`src/rtl/dmem_arb_pkg.sv`:
```
// Shared definitions for the data-memory arbiter: ownership state encoding,
// default starvation limit and requester-select constants.
package dmem_arb_pkg;

  typedef enum logic {
    OWN_CORE = 1'b0,
    OWN_EXT  = 1'b1
  } arb_state_e;

  localparam int STARVE_LIMIT_DEF = 4;
  localparam int CNT_W_DEF        = 3;

  localparam logic SEL_CORE = 1'b0;
  localparam logic SEL_EXT  = 1'b1;

endpackage

```
`src/rtl/dmem_arbiter_starve_counter.sv`:
```
// Saturating starvation counter. Clear has priority over increment; the count
// stops at the limit and at_limit flags that the waiting requester must win.
module arb_starve_counter #(
  parameter int CNT_W = 3
) (
  input  logic             clk,
  input  logic             rst_n,
  input  logic             inc,
  input  logic             clr,
  input  logic [CNT_W-1:0] limit,
  output logic [CNT_W-1:0] cnt,
  output logic             at_limit
);

  assign at_limit = (cnt == limit);

  // Count denied cycles, saturating at the limit.
  always_ff @(posedge clk or negedge rst_n) begin
    if (!rst_n) begin
      cnt <= '0;
    end else if (clr) begin
      cnt <= '0;
    end else if (inc && !at_limit) begin
      cnt <= cnt + 1'b1;
    end
  end

endmodule

```
`src/rtl/dmem_arbiter.sv`:
```
// Data-memory arbiter between the core load/store path and an external port.
// The core has priority; a pending external request is forced through after
// STARVE_LIMIT denied cycles, and ext_lock hands the port to the external
// side until released. Optional statistics counters: DMEM_ARB_STATS_EN.
//
// Handshake: the external side holds ext_valid and its payload until it sees
// ext_valid && ext_ready in the same cycle; that edge commits a write or
// captures read data, which appears on ext_rdata with an ext_rvalid pulse
// one cycle later. ext_ready is combinational and may drop without an accept.
module dmem_arbiter
  import dmem_arb_pkg::*;
#(
  parameter int STARVE_LIMIT = STARVE_LIMIT_DEF,
  parameter int CNT_W        = CNT_W_DEF
) (
  input  logic             CLK,
  input  logic             RST,
  input  logic             core_req,
  input  logic             core_we,
  input  logic [31:0]      core_addr,
  input  logic [31:0]      core_wdata,
  output logic [31:0]      core_rdata,
  output logic             core_stall,
  input  logic             ext_valid,
  input  logic             ext_we,
  input  logic [31:0]      ext_addr,
  input  logic [31:0]      ext_wdata,
  input  logic             ext_lock,
  output logic             ext_ready,
  output logic             ext_rvalid,
  output logic [31:0]      ext_rdata,
  output logic             mem_we,
  output logic [31:0]      mem_addr,
  output logic [31:0]      mem_wd,
  input  logic [31:0]      mem_rd,
  output logic [31:0]      stat_stalls,
  output logic [31:0]      stat_ext,
  output logic             dbg_state,
  output logic [CNT_W-1:0] dbg_starve_cnt
);

  arb_state_e       state_q, state_d;
  logic             grant_ext;
  logic             sel;
  logic             at_limit;
  logic [CNT_W-1:0] starve_cnt;
  logic             ext_accept;

  arb_starve_counter #(.CNT_W(CNT_W)) u_starve (
    .clk      (CLK),
    .rst_n    (RST),
    .inc      (ext_valid && !grant_ext),
    .clr      (!ext_valid || grant_ext),
    .limit    (CNT_W'(STARVE_LIMIT)),
    .cnt      (starve_cnt),
    .at_limit (at_limit)
  );

  // Ownership state register.
  always_ff @(posedge CLK or negedge RST) begin
    if (!RST) state_q <= OWN_CORE;
    else      state_q <= state_d;
  end

  // Lock entry needs the core idle or the starvation limit reached; release
  // takes effect from the next cycle.
  always_comb begin
    state_d = state_q;
    case (state_q)
      OWN_CORE: if (ext_lock && (!core_req || at_limit)) state_d = OWN_EXT;
      OWN_EXT:  if (!ext_lock)                           state_d = OWN_CORE;
      default:  state_d = OWN_CORE;
    endcase
  end

  // Grant, stall and memory-port mux for the current owner.
  always_comb begin
    if (state_q == OWN_EXT) grant_ext = ext_valid;
    else                    grant_ext = ext_valid && (!core_req || at_limit);
    core_stall = core_req && (grant_ext || state_q == OWN_EXT);
    sel        = grant_ext ? SEL_EXT : SEL_CORE;
    if (sel == SEL_EXT) begin
      mem_we   = ext_we;
      mem_addr = ext_addr;
      mem_wd   = ext_wdata;
    end else begin
      mem_we   = core_we && core_req && !core_stall;
      mem_addr = core_addr;
      mem_wd   = core_wdata;
    end
  end

  assign ext_ready      = grant_ext;
  assign ext_accept     = ext_valid && grant_ext;
  assign core_rdata     = mem_rd;
  assign dbg_state      = state_q;
  assign dbg_starve_cnt = starve_cnt;

  // Capture external read data one cycle after acceptance.
  always_ff @(posedge CLK or negedge RST) begin
    if (!RST) begin
      ext_rvalid <= 1'b0;
      ext_rdata  <= '0;
    end else begin
      ext_rvalid <= ext_accept && !ext_we;
      if (ext_accept && !ext_we) ext_rdata <= mem_rd;
    end
  end

`ifdef DMEM_ARB_STATS_EN
  logic [31:0] stalls_q, ext_cnt_q;

  // Free-running statistics, wrapping at 2^32.
  always_ff @(posedge CLK or negedge RST) begin
    if (!RST) begin
      stalls_q  <= '0;
      ext_cnt_q <= '0;
    end else begin
      stalls_q  <= stalls_q  + {31'd0, core_stall};
      ext_cnt_q <= ext_cnt_q + {31'd0, ext_accept};
    end
  end

  assign stat_stalls = stalls_q;
  assign stat_ext    = ext_cnt_q;
`else
  assign stat_stalls = '0;
  assign stat_ext    = '0;
`endif

endmodule

```
`config.mk`:
```
export PLATFORM = sky130hd
export DESIGN_NAME = dmem_arbiter
export DESIGN_NICKNAME = d
export VERILOG_FILES = /design/src/rtl/dmem_arb_pkg.sv /design/src/rtl/dmem_arbiter_starve_counter.sv /design/src/rtl/dmem_arbiter.sv
export SDC_FILE = /design/constraint.sdc
export NUM_CORES = 1
export LEC_CHECK = 0
export BUFFER_PORTS_ARGS = -buffer_cell sky130_fd_sc_hd__buf_2
export CAP_MARGIN = 0
export CELL_PAD_IN_SITES_DETAIL_PLACEMENT = 2
export CELL_PAD_IN_SITES_GLOBAL_PLACEMENT = 2
export CORE_AREA = 4 4 141 143
export CTS_CLUSTER_SIZE = 16
export DETAILED_ROUTE_END_ITERATION = 10
export DIE_AREA = 0 0 145 147
export PLACE_DENSITY = 0.81
export SLEW_MARGIN = 20
export SYNTH_ARGS = -nofsm -noshare
export SYNTH_HDL_FRONTEND = slang
export SYNTH_SLANG_ARGS = --single-unit
```
`constraint.sdc`:
```
create_clock -name CLK -period 3.8 [get_ports CLK]
set_clock_uncertainty 0.1 [all_clocks]
set_input_delay 0.19 -clock CLK [delete_from_list [all_inputs] [get_ports CLK]]
set_output_delay 0.19 -clock CLK [all_outputs]
set_load 0.02 [all_outputs]
```
# [Word level (Yosys, flattened, before mapping)]
# Index checks and enable logic that the tools add are counted.
[word_totals] register_bits=37 elab_cells=36 output_inout_bits=200
[classes] n_eq_ne=1 mux=10 reduce_logical=19 bitwise=1 addsub=1
[op_table] cell="32-bit 2-to-1 mux" count=2
[op_table] cell="1-bit logical AND" count=9
[op_table] cell="1-bit zero test" count=6
[op_table] cell="3-bit 2-to-1 mux" count=2
[op_table] cell="1-bit 2-to-1 mux" count=5
[op_table] cell="3-bit by 1-bit adder with 3-bit output (second input constant)" count=1
[op_table] cell="3-bit equality test (second input constant)" count=1
[op_table] cell="1-bit logical OR" count=3
[op_table] cell="1-bit case mux with 2 select lines" count=1
[op_table] cell="2-bit nonzero test" count=1
[op_table] cell="1-bit NOT" count=1

# [Depth between registers and ports, before layout]
# Gate-level depths: netlist (run 1).
[depth] ltp_word=9 ltp_mapped=7

# [Hierarchy]
# From an unflattened synthesis (run 1), not the netlist that was laid out.
[hier_totals] cells_unflattened=276 area_unflattened_um2=3140.5
[modules_own_cells] module="dmem_arbiter" area_each_um2=2872.8 cells_per_inst=248 seq_area_each_um2=850.8 instances=1
[modules_own_cells] module="arb_starve_counter" area_each_um2=267.8 cells_per_inst=28 seq_area_each_um2=75.1 instances=1

# [Worst setup path after synthesis (run 1)]
# Ideal clock, no wire load.
[synth_timing] path_kind="register to output" from="register u_starve.cnt[0]" to="output mem_addr[0]" path_slack_ps=1725 stages_incl_launch_ff=8 arrival_ps=1785 required_ps=3510 n_path_buf=2 path_cell_list="dfrtp_1 > inv_1 > ha_1 > and2_4 > o21ai_2 > buf_4 > buf_6 > mux2_2"
[synth_via] elab_chain_len=6
[synth_lines] item="start, declared" line="dmem_arbiter_starve_counter.sv:11" source="output logic [CNT_W-1:0] cnt,"
[synth_lines] item="start signal, assigned" line="dmem_arbiter_starve_counter.sv:24" source="cnt <= cnt + 1'b1;"
[synth_lines] item="3-bit equality test" line="dmem_arbiter_starve_counter.sv:15" source="assign at_limit = (cnt == limit);"
[synth_lines] item="1-bit logical OR" line="dmem_arbiter.sv:79" source="else grant_ext = ext_valid && (!core_req || at_limit);"
[synth_lines] item="1-bit logical AND" line="dmem_arbiter.sv:79"
[synth_lines] item="1-bit 2-to-1 mux" line="dmem_arbiter.sv:78" source="if (state_q == OWN_EXT) grant_ext = ext_valid;"
[synth_lines] item="1-bit 2-to-1 mux" line="dmem_arbiter.sv:81" source="sel = grant_ext ? SEL_EXT : SEL_CORE;"
[synth_lines] item="32-bit 2-to-1 mux" line="dmem_arbiter.sv:82" source="if (sel == SEL_EXT) begin"
[synth_lines] item="end, declared" line="dmem_arbiter.sv:33" source="output logic [31:0] mem_addr,"
# Every way passes these cells.

# [Final worst setup path (run 1)]
[layout_timing] from="register u_starve.cnt[0]" to="output mem_wd[12]"
[layout_via] elab_chain_len=6
[layout_lines] item="3-bit equality test" line="dmem_arbiter_starve_counter.sv:15"
[layout_lines] item="1-bit logical OR" line="dmem_arbiter.sv:79"
[layout_lines] item="1-bit logical AND" line="dmem_arbiter.sv:79"
[layout_lines] item="1-bit 2-to-1 mux" line="dmem_arbiter.sv:78"
[layout_lines] item="1-bit 2-to-1 mux" line="dmem_arbiter.sv:81"
[layout_lines] item="32-bit 2-to-1 mux" line="dmem_arbiter.sv:82"
[layout_lines] item="end, declared" line="dmem_arbiter.sv:34" source="output logic [31:0] mem_wd,"
# Every way passes these cells.

==> results of run 1 <==
layout make-up:
| cell class | count | share of cell area, % |
|---|---|---|
| clock buffers | 7 | 3.38 |
| clock inverters | 1 | 0.111 |
| inverters | 4 | 0.332 |
| multi-input cells | 180 | 34.9 |
| flip-flops and latches | 37 | 20.5 |
| well taps | 234 | 6.48 |
| repair buffers | 305 | 34.3 |
cells by family after synthesis:
family                   count (synthesis)  synth area share, %
AND/OR/NAND/NOR                         13                 2.32
buffers and inverters                  111                 27.8
adder cells (fa/ha/maj)                  2                0.799
AO/OA/AOI/OAI                            3                0.759
multiplexers                            98                 38.6
flip-flops                              37                 29.6
other                                    1                0.120
state kept, by name, indices dropped and copies added (netlist names):
register,count
ext_rdata,32
u_starve.cnt,3
dbg_state,1
ext_rvalid,1
synth_stat cells (2+ instances only):
library cell / count / area, um2
buf_4: 97 / 728
mux2i_1: 2 / 20.0
nand2_1: 4 / 15.0
nor2_1: 2 / 7.51
buf_6: 5 / 56.3
mux2_2: 67 / 754
dfrtp_1: 37 / 926
inv_1: 4 / 15.0
ha_1: 2 / 25.0
mux2_4: 29 / 435
nor2b_1: 2 / 12.5
buf_2: 2 / 10.0
buf_12: 3 / 60.1
worst max-delay path: cells and delay by family (launching register included):
family	cells	cell delay [ns]
AO/OA/AOI/OAI	1	0.16
adder cells (fa/ha/maj)	1	0.23
buffers and inverters	3	0.56
flip-flops	1	0.40
multiplexers	1	0.44
AND/OR/NAND/NOR	1	0.18
stage by stage:
step                      setup WS, ns  instances  area, um2  util (%)
after floorplan                   1.72        328       3370         -
after global routing              1.08        768       4520      24.3
after CTS                         1.16        768       4520      24.3
after detailed placement          1.22        759       4350      23.4
final                             1.20        768       4520      24.3
after global placement            1.29        759       4350      23.4
path summary, 6_finish.rpt:
| path | slack, ns | endpoint | start | depth (start not counted) |
|---|---|---|---|---|
| setup / recovery | 1.20 | mem_wd[12] | u_starve.cnt[0] | 7 |
| max in group asynchronous | 2.63 | u_starve.cnt[2] | RST | 2 |
| setup reg to reg | 1.25 | ext_rdata[4] | u_starve.cnt[0] | 6 |
| min in group asynchronous | 0.45 | ext_rdata[15] | RST | 2 |
| hold / removal | 0.02 | dbg_state | ext_lock | 2 |
| hold reg to reg | 0.41 | ext_rdata[8] | ext_rdata[8] | 1 |
routing by layer:
metal | vias to the layer above | wire length (um) | track usage [%]
met3 | 7 | 1200 | 3.98
li1 | 1265 | - | -
met5 | - | 0 | 0
met1 | 1282 | 4960 | 13.0
met4 | 0 | 146 | 2.61
met2 | 186 | 8050 | 25.1
power groups by stage:
stage | combinational [mW] | clock (mW) | sequential [mW]
floorplan | 0.448 | 0 | 0.588
global placement | 0.745 | 0 | 0.505
detailed placement | 0.757 | 0 | 0.507
CTS | 0.759 | 0.448 | 0.504
global route | 0.795 | 0.466 | 0.513
finish | 0.743 | 0.432 | 0.502
==> impl_metrics.json, run 1 <==
{
  "gp_congestion": 0.749,
  "ys_async_sr_fraction_pct": 100,
  "p_leak_nw": 2.51,
  "comb_power_share_pct": 44.3,
  "slew_headroom_pct": 39.6,
  "dr.pass1.iters": 3,
  "root_buffer": "clkbuf_16",
  "die_h_um": 147,
  "crit_chain": "inv_1, ha_1, and2_4, o21ai_4, buf_12, mux2_2, buf_2",
  "track_usage_pct": 12.7,
  "layout-drive-gt1-share_pct": 77.0,
  "coreArea_um2": 18600,
  "grt_antenna_before_repair": 0,
  "drt_iter0_drc": 31,
  "synth-edff-count": 0,
  "fmax_mhz": 384,
  "grt-ovfl-total": 0,
  "outcome": "finished clean",
  "postCtsSetupBuffers": 0,
  "clk_pin_slew_worst_paths_ns": 0.06,
  "yosysWarnings": 0,
  "grt_pass1_wl_um": 20700,
  "die_w_um": 145,
  "multiInputGateArea_um2": 1580,
  "cts_max_path_buffers": 2,
  "crit_arrival_ns": 2.31,
  "period_share_pct": 68.5,
  "endpoint_kind": "output pin",
  "vias": 2740,
  "ioPinCount": 367,
  "drc": 0,
  "cp.required_ns": 3.51,
  "grt_max_degree": 67,
  "portBuffers": 302,
  "p_int_mw": 1.05,
  "yosysSeqAreaShare_pct": 29.6,
  "power_density_nw_per_um2": 371,
  "nFillCells": 2212,
  "p_clk_share_pct": 25.8,
  "routed_via_density": 3.57,
  "clock-sinks": 37,
  "area_growth_pct": 44.4,
  "finalSetupViolCount": 0,
  "synth_flop_cell": "dfrtp_1",
  "p_switching_mw": 0.630,
  "synth.distinct_cells": 22,
  "swShare_pct": 37.5,
  "hold_ws_ns": 0.0222,
  "post_drt_wl_per_cell_um": 18.7,
  "final_common_cell": "buf_2",
  "start_util_pct": 16.8,
  "totalPowerFinal_mw": 1.68,
  "finalNetCount": 702,
  "regArea_um2": 926,
  "fp.dieArea_um2": 21300,
  "syn_area_per_cell_um2": 11.8,
  "rsz0062_at_grt": "false",
  "tightest_slew_ns": 0.906,
  "insertion_delay_ns": 0.28,
  "post_cts_resized": 0,
  "path_max_fanout": 66,
  "final.setup.tns_ns": 0,
  "max-vdd-ir-drop_v": 0.000217,
  "finalMaxSlewViolations": 0,
  "cp_slowest_stage_delay_ns": 0.44,
  "hp-class": "in2reg",
  "ant_nets": 0,
  "ctsHoldBuffers": 1,
  "grt_pass1_vias": 3134,
  "synth-seq-cells": 37,
  "p_seq_share_pct": 29.9,
  "cap_violations": 0,
  "rows": 50,
  "post-dp-hpwl_um": 13000,
  "hold_viol_final": 0,
  "period_minus_slack_ns": 2.60,
  "start_kind": "register",
  "path_class": "reg2out",
  "layout_common_cells": "buf_2 (302), mux2_2 (67), conb_1 (64), dfrtp_1 (37), mux2_4 (29)",
  "synth_cells": 265,
  "finalWirelength_um": 14400,
  "cts_tree": "done",
  "diodes": 0,
  "critical-path-slowest-cell": "mux2_2",
  "syn-cell-area_um2": 3130,
  "cts_buffers": 5,
  "cts.htree.levels": 2
}
(Power assumes the default switching activity.)
==> inputs of run 2 (changes only) <==
- CORE_AREA: 4 4 141 143 -> unset
- CORE_MARGIN: unset -> 4
- CORE_UTILIZATION: unset -> 15
- DIE_AREA: 0 0 145 147 -> unset
- PLACE_DENSITY: 0.81 -> 0.76
- clock period: 3.8 -> 2.2 ns (I/O delays scaled with it)
==> impl_metrics.json, run 2 (synthesized netlist as in run 1, its figures left out) <==
{
  "outcome": "finished, violations left",
  "violations": "negative setup slack",
  "top_regs": "ext_rdata x32, u_starve.cnt x3",
  "portBuffers": 302,
  "layout-drive-gt1-share_pct": 73.8,
  "fin_ws_ns": -0.0498,
  "drt_iter0_drc": 97,
  "max-vdd-ir-drop_v": 0.000345,
  "ff2ff_setup_slack_ns": 0.26,
  "path_max_fanout": 7,
  "post-dp-hpwl_um": 13600,
  "ioPinCount": 367,
  "dr.pass1.iters": 4,
  "drc": 0,
  "start_util_pct": 15.4,
  "p_seq_share_pct": 27.6,
  "cp_slowest_stage_delay_ns": 0.35,
  "cts_tree": "done",
  "comb_power_share_pct": 49.8,
  "cts_max_path_buffers": 2,
  "finalSetupViolCount": 42,
  "root_buffer": "clkbuf_16",
  "swShare_pct": 38.1,
  "crit_chain": "inv_1, ha_2, and2_4, o21ai_4, buf_12, buf_12, buf_16, mux2_4, buf_6",
  "slew_headroom_pct": 41.6,
  "diodes": 0,
  "regMostFlops": "ext_rdata",
  "rows": 52,
  "die_h_um": 152,
  "die_w_um": 152,
  "p_int_mw": 1.95,
  "period_share_pct": 102,
  "p_clk_share_pct": 22.6,
  "cp.required_ns": 1.99,
  "cts.htree.levels": 2,
  "power_density_nw_per_um2": 570,
  "tightest_slew_ns": 0.875,
  "totalPowerFinal_mw": 3.14,
  "clk_pin_slew_worst_paths_ns": 0.06,
  "period_minus_slack_ns": 2.25,
  "critical-path-slowest-cell": "dfrtp_1",
  "path_class": "reg2out",
  "finalMaxSlewViolations": 0,
  "fp.dieArea_um2": 23200,
  "start_kind": "register",
  "finalNetCount": 749,
  "grt_antenna_before_repair": 0,
  "finalWirelength_um": 17600,
  "track_usage_pct": 13.5,
  "grt_pass1_vias": 3482,
  "final_common_cell": "buf_2",
  "ant_nets": 0,
  "rsz0062_at_grt": "true",
  "grt_max_degree": 38,
  "p_switching_mw": 1.20,
  "insertion_delay_ns": 0.28,
  "grt_pass1_wl_um": 24200,
  "routed_via_density": 3.57,
  "clock-sinks": 37,
  "fmax_mhz": 444,
  "cts_buffers": 5,
  "p_leak_nw": 3.00,
  "post_drt_wl_per_cell_um": 20.7,
  "area_growth_pct": 76.2,
  "vias": 3034,
  "gp_congestion": 0.880,
  "dp_cells": 796,
  "hp-class": "in2reg",
  "hold_viol_final": 0,
  "crit_arrival_ns": 2.04,
  "instances_no_fill": 851,
  "largest_reg_flops": 32,
  "coreArea_um2": 20400,
  "grt-ovfl-total": 0,
  "layout_common_cells": "buf_2 (263), conb_1 (64), mux2_4 (62), buf_6 (40), dfrtp_1 (37)",
  "worst_path_most_repeated_cell": "buf_12",
  "endpoint_kind": "output pin",
  "cap_violations": 0
}
==> run 2: cell type report <==
class / count / area [um2]
inverter: 4 / 15.0
clock buffer: 5 / 125
fill: 2302 / 14800
tap: 270 / 338
sequential: 37 / 926
timing repair buffer: 352 / 2380
multi-input combinational: 180 / 1710
clock inverter: 3 / 17.5
==> run 2: timing repair <==
item                                    4_1_cts  5_1_grt
resized for setup                            58       62
setup buffers                                 7        2
hold buffers                                 32        0
endpoints found under the hold margin        68        0
endpoints found under the setup margin       65       65
pin swaps                                     1        1
gates cloned                                  3        4
==> run 2: stage by stage <==
step                setup slack [ns]  setup TNS (ns)  area [um2]  util [%]  hold slack [ns]
finish                       -0.0498           -1.14        5520      27.1          0.00318
floorplan                      0.205               0        3370         -           -0.286
CTS                          -0.0884           -3.32        5210      25.6          0.00445
detailed placement            0.0943               0        4420      21.7            0.187
global route                  -0.143           -7.04        5520      27.1          0.00126
global placement               0.157               0        4420      21.7            0.173
==> run 2: worst max-delay path, delay by kind of cell (launching register included) <==
family,cells,cell delay [ns]
buffers and inverters,5,0.58
adder cells (fa/ha/maj),1,0.18
AO/OA/AOI/OAI,1,0.17
multiplexers,1,0.31
flip-flops,1,0.35
AND/OR/NAND/NOR,1,0.16
==> run 2: power by group through the flow <==
| stage | sequential (mW) | combinational [mW] | clock, mW |
|---|---|---|---|
| 2_1_floorplan | 1.02 | 0.774 | 0 |
| 3_3_place_gp | 0.866 | 1.30 | 0 |
| 6_report | 0.867 | 1.57 | 0.711 |
| 4_1_cts | 0.864 | 1.47 | 0.742 |
| 3_5_place_dp | 0.869 | 1.32 | 0 |
| 5_1_grt | 0.881 | 1.65 | 0.773 |
==> run 2: path summary, 6_finish.rpt <==
path / startpoint / endpoint / cells past startpoint
setup / recovery: u_starve.cnt[0] / mem_addr[5] / 9
hold / removal: mem_rd[7] / ext_rdata[7] / 2
setup reg to reg: u_starve.cnt[0] / ext_rdata[0] / 7
hold reg to reg: ext_rdata[1] / ext_rdata[1] / 1
max in group asynchronous: RST / u_starve.cnt[1] / 2
min in group asynchronous: RST / ext_rdata[8] / 2
==> run 2: routing by layer <==
metal | global-route usage, % | vias to the layer above | part of all wire [%]
li1 | - | 1360 | -
met1 | 15.2 | 1464 | 39
met2 | 25.7 | 198 | 52
met3 | 3.89 | 12 | 7.7
met4 | 2.29 | 0 | 1.3
met5 | 0 | - | 0
